$ cat src/rtl/ru_ctrl_pkg.sv
// ru_ctrl_pkg -- shared definitions for the reduction-unit controller.
// Holds the FSM state encoding, operation mode codes, per-mode step count
// and the microprogram step constants consumed by ru_ctrl_prog.
package ru_ctrl_pkg;

  typedef enum logic [1:0] {
    ST_IDLE  = 2'd0,
    ST_STEP0 = 2'd1,
    ST_STEP1 = 2'd2,
    ST_DONE  = 2'd3
  } state_t;

  typedef enum logic [1:0] {
    MODE_0 = 2'd0,
    MODE_1 = 2'd1,
    MODE_2 = 2'd2,
    MODE_3 = 2'd3
  } mode_t;

  // Where each reduction-unit operand comes from during a step.
  typedef enum logic [1:0] {
    SRC_ZERO = 2'd0,
    SRC_A    = 2'd1,
    SRC_B    = 2'd2,
    SRC_R1   = 2'd3
  } src_t;

  typedef struct packed {
    logic       s_mux;
    logic [2:0] s_mult;
    logic       valid;
    src_t       src0;
    src_t       src1;
  } step_ctrl_t;

  // Values driven to the reduction unit whenever no step is active.
  localparam step_ctrl_t STEP_IDLE = '{s_mux: 1'b0, s_mult: 3'd0, valid: 1'b1,
                                       src0: SRC_ZERO, src1: SRC_ZERO};

  localparam step_ctrl_t M0_S0 = '{s_mux: 1'b0, s_mult: 3'd0, valid: 1'b1,
                                   src0: SRC_A, src1: SRC_B};
  localparam step_ctrl_t M1_S0 = '{s_mux: 1'b1, s_mult: 3'd3, valid: 1'b0,
                                   src0: SRC_A, src1: SRC_B};
  localparam step_ctrl_t M1_S1 = '{s_mux: 1'b1, s_mult: 3'd1, valid: 1'b1,
                                   src0: SRC_R1, src1: SRC_A};
  localparam step_ctrl_t M2_S0 = '{s_mux: 1'b1, s_mult: 3'd4, valid: 1'b0,
                                   src0: SRC_A, src1: SRC_B};
  localparam step_ctrl_t M2_S1 = '{s_mux: 1'b1, s_mult: 3'd2, valid: 1'b1,
                                   src0: SRC_R1, src1: SRC_A};
  localparam step_ctrl_t M3_S0 = '{s_mux: 1'b1, s_mult: 3'd5, valid: 1'b1,
                                   src0: SRC_A, src1: SRC_B};

  // Number of reduction-unit steps an operation takes.
  function automatic logic [1:0] step_count(mode_t m);
    case (m)
      MODE_1, MODE_2: step_count = 2'd2;
      default:        step_count = 2'd1;
    endcase
  endfunction

endpackage

$ cat src/rtl/ru_ctrl_prog.sv
// ru_ctrl_prog -- combinational microprogram table.
// Ports:
//   mode  : latched operation mode
//   step  : 0 = first step, 1 = second step
//   ctrl  : s_mux / s_mult / valid / operand sources for this step
//   last  : high when this step is the final one of the operation
module ru_ctrl_prog
  import ru_ctrl_pkg::*;
(
  input  mode_t      mode,
  input  logic       step,
  output step_ctrl_t ctrl,
  output logic       last
);

  always_comb begin
    ctrl = STEP_IDLE;
    case (mode)
      MODE_0:  ctrl = M0_S0;
      MODE_1:  ctrl = step ? M1_S1 : M1_S0;
      MODE_2:  ctrl = step ? M2_S1 : M2_S0;
      MODE_3:  ctrl = M3_S0;
      default: ctrl = STEP_IDLE;
    endcase
  end

  assign last = step || (step_count(mode) == 2'd1);

endmodule

$ cat src/rtl/ru_ctrl.sv
// ru_ctrl -- request/response sequencer for an external reduction unit.
// Accepts one request in IDLE, runs one or two microprogram steps that drive
// the reduction unit, captures its combinational results and holds them in
// DONE until the consumer accepts.
// Ports:
//   clk, rst_n                     : clock, synchronous active-low reset
//   req_valid/req_ready/req_mode/req_a/req_b : request handshake and operands
//   ru_mode/ru_valid/ru_s_mux/ru_s_mult/ru_in0/ru_in1 : reduction-unit controls
//   ru_out0/ru_out1/ru_u           : reduction-unit results (combinational)
//   rsp_valid/rsp_ready/rsp_out0/rsp_out1/rsp_u : response handshake and data
//   busy                           : any state other than IDLE
//   op_count                       : completed-operation counter (wraps)
module ru_ctrl
  import ru_ctrl_pkg::*;
#(
  parameter int Bf              = 8,
  parameter int FIX_POINT_WIDTH = 16
) (
  input  logic                       clk,
  input  logic                       rst_n,
  input  logic                       req_valid,
  output logic                       req_ready,
  input  logic [1:0]                 req_mode,
  input  logic [FIX_POINT_WIDTH-1:0] req_a,
  input  logic [FIX_POINT_WIDTH-1:0] req_b,
  output logic [1:0]                 ru_mode,
  output logic                       ru_valid,
  output logic                       ru_s_mux,
  output logic [2:0]                 ru_s_mult,
  output logic [FIX_POINT_WIDTH-1:0] ru_in0,
  output logic [FIX_POINT_WIDTH-1:0] ru_in1,
  input  logic [FIX_POINT_WIDTH-1:0] ru_out0,
  input  logic [FIX_POINT_WIDTH-1:0] ru_out1,
  input  logic [FIX_POINT_WIDTH-1:0] ru_u,
  output logic                       rsp_valid,
  input  logic                       rsp_ready,
  output logic [FIX_POINT_WIDTH-1:0] rsp_out0,
  output logic [FIX_POINT_WIDTH-1:0] rsp_out1,
  output logic [FIX_POINT_WIDTH-1:0] rsp_u,
  output logic                       busy,
  output logic [15:0]                op_count
);

  // The controller never interprets the fixed-point format; Bf only has to
  // describe a legal format for the attached reduction unit.
  if (Bf < 0 || Bf > FIX_POINT_WIDTH) begin : g_bf_check
    $error("ru_ctrl: Bf must lie within 0..FIX_POINT_WIDTH");
  end

  state_t                     state_q, state_d;
  mode_t                      mode_q;
  logic [FIX_POINT_WIDTH-1:0] a_q, b_q, r1_q;
  logic [FIX_POINT_WIDTH-1:0] rsp0_q, rsp1_q, rspu_q;
  logic [15:0]                cnt_q;

  step_ctrl_t ctrl;
  logic       last;
  logic       in_step;
  logic       accept;

  assign in_step = (state_q == ST_STEP0) || (state_q == ST_STEP1);
  assign accept  = (state_q == ST_IDLE) && req_valid;

  ru_ctrl_prog u_prog (
    .mode (mode_q),
    .step (state_q == ST_STEP1),
    .ctrl (ctrl),
    .last (last)
  );

  function automatic logic [FIX_POINT_WIDTH-1:0] pick(
    src_t                       src,
    logic [FIX_POINT_WIDTH-1:0] a,
    logic [FIX_POINT_WIDTH-1:0] b,
    logic [FIX_POINT_WIDTH-1:0] r1
  );
    case (src)
      SRC_A:   pick = a;
      SRC_B:   pick = b;
      SRC_R1:  pick = r1;
      default: pick = '0;
    endcase
  endfunction

  // State register
  always_ff @(posedge clk) begin
    if (!rst_n) state_q <= ST_IDLE;
    else        state_q <= state_d;
  end

  // Next-state logic
  always_comb begin
    state_d = state_q;
    case (state_q)
      ST_IDLE:  if (req_valid) state_d = ST_STEP0;
      ST_STEP0: state_d = last ? ST_DONE : ST_STEP1;
      ST_STEP1: state_d = ST_DONE;
      ST_DONE:  if (rsp_ready) state_d = ST_IDLE;
      default:  state_d = ST_IDLE;
    endcase
  end

  // Outputs
  always_comb begin
    req_ready = (state_q == ST_IDLE);
    busy      = (state_q != ST_IDLE);
    rsp_valid = (state_q == ST_DONE);
    ru_mode   = 2'd0;
    ru_s_mux  = STEP_IDLE.s_mux;
    ru_s_mult = STEP_IDLE.s_mult;
    ru_valid  = STEP_IDLE.valid;
    ru_in0    = '0;
    ru_in1    = '0;
    if (in_step) begin
      ru_mode   = mode_q;
      ru_s_mux  = ctrl.s_mux;
      ru_s_mult = ctrl.s_mult;
      ru_valid  = ctrl.valid;
      ru_in0    = pick(ctrl.src0, a_q, b_q, r1_q);
      ru_in1    = pick(ctrl.src1, a_q, b_q, r1_q);
    end
  end

  // Operand, intermediate, response and counter registers
  always_ff @(posedge clk) begin
    if (!rst_n) begin
      mode_q <= MODE_0;
      a_q    <= '0;
      b_q    <= '0;
      r1_q   <= '0;
      rsp0_q <= '0;
      rsp1_q <= '0;
      rspu_q <= '0;
      cnt_q  <= '0;
    end else begin
      if (accept) begin
        mode_q <= mode_t'(req_mode);
        a_q    <= req_a;
        b_q    <= req_b;
      end
      if (in_step && !last) begin
        r1_q <= ru_out1;
      end
      if (in_step && last) begin
        rsp0_q <= ru_out0;
        rsp1_q <= ru_out1;
        rspu_q <= ru_u;
      end
      if (state_q == ST_DONE && rsp_ready) begin
        cnt_q <= cnt_q + 16'd1;
      end
    end
  end

  assign rsp_out0 = rsp0_q;
  assign rsp_out1 = rsp1_q;
  assign rsp_u    = rspu_q;
  assign op_count = cnt_q;

endmodule

$ cat config.mk
export PLATFORM = sky130hd
export DESIGN_NAME = ru_ctrl
export DESIGN_NICKNAME = d
export VERILOG_FILES = /design/src/rtl/ru_ctrl_pkg.sv /design/src/rtl/ru_ctrl_prog.sv /design/src/rtl/ru_ctrl.sv
export SDC_FILE = /design/constraint.sdc
export NUM_CORES = 1
export LEC_CHECK = 0
export BUFFER_PORTS_ARGS = -buffer_cell sky130_fd_sc_hd__buf_2
export CAP_MARGIN = 20
export CORE_UTILIZATION = 44
export DETAILED_ROUTE_END_ITERATION = 10
export GPL_TIMING_DRIVEN = 1
export PLACE_DENSITY_LB_ADDON = 0.08
export SLEW_MARGIN = 20
export SYNTH_ARGS = -nofsm -noshare
export SYNTH_HDL_FRONTEND = slang
export SYNTH_SLANG_ARGS = --single-unit
$ cat constraint.sdc
create_clock -name clk -period 1.9 [get_ports clk]
set_clock_uncertainty 0.05 [all_clocks]
set_input_delay 0.095 -clock clk [delete_from_list [all_inputs] [get_ports clk]]
set_output_delay 0.095 -clock clk [all_outputs]
set_load 0.05 [all_outputs]
==> impl_metrics.tcl <==
set metrics [dict create \
    synth_edf_count 0 \
    final_area_sq_mm 0.009016 \
    relSlewSlack_pct 74.29 \
    grt_first_pass_wirelength_um 27340 \
    placed_cells 972 \
    core_area_sq_mm 0.01103 \
    cp-end-kind "primary output" \
    dr.pass1.iters 5 \
    slew_violations 0 \
    status "finished, violations left" \
    wl_per_cell_um 17.32 \
    reg2reg_depth 6 \
    startpoint_type "flip-flop" \
    final_cell_mix "nand2_1 (216), buf_2 (155), dfxtp_1 (109), a21oi_1 (105), dlygate4sd3_1 (83)" \
    syn_inst 661 \
    start_util_pct 45.81 \
    total_power_w 0.01451 \
    synthXorXnorAreaFrac_pct 1.733 \
    synth_seq_cells 116 \
    max_freq_mhz 442.3 \
    pre_cts_slack_ns -0.3153 \
    path_max_fanout 8 \
    drt_iter0_markers 397 \
    hpwlAfterDp_um 9948 \
    synth_top_area_cell "dfxtp_1" \
    drv_cap 0 \
    rsz0062_at_grt "yes" \
    drt-total-wl_um 19190 \
    ir_worst_vdd_mv 1.435 \
    leakage_nw 3.824 \
    synth.top_cell.area_share_pct 45.95 \
    die_area_sq_mm 0.01192 \
    grt_max_degree 68 \
    antenna_found_initial 0 \
    synthToLayoutAreaGrowth_pct 78.41 \
    setup_viol 34 \
    cts_max_level 4 \
    worstSkewPairLatency_ns 0.43 \
    syn_area_sq_mm 0.005054 \
    cts_buffer_depth 2 \
    antenna_left 0 \
    power_density_mw_per_mm2 1610 \
    globalRouteMet1Util_pct 32.98 \
    n_antenna_cell 0 \
    post_synth.cell_area_avg_sq_um 7.645 \
    dpl_cell_area_sq_mm 0.006614 \
    cts.sinks 116 \
    synthMuxAreaShare_pct 3.961 \
    synth_top_family_by_area "simple AND/OR/NAND/NOR gates" \
    yosys_warnings 0 \
    final_common_cell "nand2_1" \
    final_cells 1108 \
    nFillCells 664 \
    synth.distinct_cells 41 \
    synth-compound-area-share_pct 16.89 \
    worstHoldStart "rst_n" \
    fp-row-count 38 \
    crit_end "ru_in0[7]" \
    cts-root-buf "clkbuf_16" \
    vias_per_cell 5.389 \
    violations "negative setup slack" \
    async_flop_share_pct 0 \
    port_buffers 191 \
    r2r_end "op_count[15]" \
    required_ns 1.75 \
    grt_overflow 0 \
    cts_buffers 17 \
    drc 0 \
    reg2reg_slack_ns 0.09 \
    synth_area_leaders "dfxtp_1 (46%), nand2_1 (18%), a21oi_1 (10%)" \
    ys_seq_area_share_pct 45.95 \
    cts_tree "built" \
    gp_congestion 0.8598 \
    ys.flop_type "dfxtp_1" \
    first_global_vias 5803 \
    gr-usage-met2_pct 53.19 \
    num_io_pins 192 \
    top_usage_layer "met2" \
    via_count 5971 \
    layout_setup_ws_ns -0.3608 \
    grt.met3_usage_pct 7.950 \
    synth-simple-area-share_pct 24.56 \
    track_usage_pct 30.32 \
    synth.net_count 756 \
    fp.dieW_um 109.2 \
    tightest_slew_ns 0.3857 \
    hold_path_depth 4 \
    crit_start "mode_q[0]" \
    fin_nets 1050 \
    die_h_um 109.2 \
    critPathKind "flip-flop to primary output" \
    path_clk_slew_ns 0.05 \
    arrival_ns 2.12 \
    fin_crit_sh_pct 119.0 \
    hold_viol 0 \
    hp-class "primary input to flip-flop" \
    synthAdderAreaFrac_pct 2.228 \
    layout-drive-gt1-share_pct 40.19 \
    fin_crit_ns 2.261 \
    timing.rr.start "state_q[0]" \
]
-- registers in the layout, summed over array words and instances (netlist names) --
name	count
rsp_out1	16
a_q	16
r1_q	16
state_q	2
op_count	16
mode_q	2
b_q	16
rsp_out0	16
rsp_u	16
-- Yosys cell counts, types with 5 or more instances --
cell type    n
nand2_1    238
dfxtp_1    116
a21oi_1    105
clkbuf_1    31
nor2_1      31
a22oi_1     17
mux2_2      16
a21boi_0    15
ha_1         9
inv_1        9
xor2_1       8
buf_1        6
buf_2        6
nand3_1      6
o21ai_0      5
-- metrics by stage --
stage               utilization (%)  TNS [ns]  hold slack, ns
CTS                           79.56    -8.894          0.1318
global placement              59.96    -3.622          0.2849
detailed placement            59.96    -4.680          0.2938
floorplan                         -    -2.253          0.1783
finish                        81.74    -10.42          0.1345
global route                  81.74    -12.14          0.1540
-- report_power, final --
group          leakage (nW)  total [W]  switching [W]  internal [W]
combinational          2.56    0.00745        0.00476       0.00269
sequential            0.950    0.00349       0.000426       0.00306
clock                 0.317    0.00358        0.00118       0.00240
total                  3.82     0.0145        0.00637       0.00814
-- cell type report --
type                            count  area (sq um)  share of cell area, %
Clock buffer                       20         456.7                  5.065
Multi-Input combinational cell    489          3119                  34.60
Tap cell                          140         175.2                  1.943
Sequential cell                   116          2338                  25.94
Inverter                           10         47.55                 0.5273
Clock inverter                     12         201.4                  2.234
Timing Repair Buffer              321          2678                  29.70
-- cell families after synthesis --
family | Yosys count
compound gates | 149
mux | 18
fa+ha+maj | 9
xor+xnor | 10
simple gates | 303
flops | 116
buf+inv | 56
-- routing by layer --
metal	vias to the layer above	share of wire (%)
met2	303	51
met3	83	7.0
met1	2802	38
met5	-	0
met4	0	4.6
li1	2783	-
-- worst max-delay path: stages (launching register included) --
cell       delay [ns]
dfxtp_4          0.39
inv_4            0.05
ha_4             0.16
o21a_4           0.21
buf_4            0.14
nand2b_4         0.10
clkbuf_16        0.19
nand2_4          0.10
a21boi_4         0.17
buf_6            0.18
-- timing repair --
item / 4_1_cts / 5_1_grt
endpoints found under the setup margin: 38 / 53
pin swaps: 24 / 25
hold buffers: 83 / 0
endpoints found under the hold margin: 99 / 0
gates cloned: 4 / 2
setup buffers: 14 / 3
gates resized for setup: 123 / 61
-- worst min path at each step --
stage              endpoint  slack, ns
3_3_place_gp       rsp_u[5]       0.28
2_1_floorplan       a_q[10]       0.18
3_5_place_dp       rsp_u[8]       0.29
5_1_grt         op_count[1]       0.15
6_report        op_count[5]       0.13
4_1_cts        op_count[12]       0.13
(Power assumes the default switching activity.)
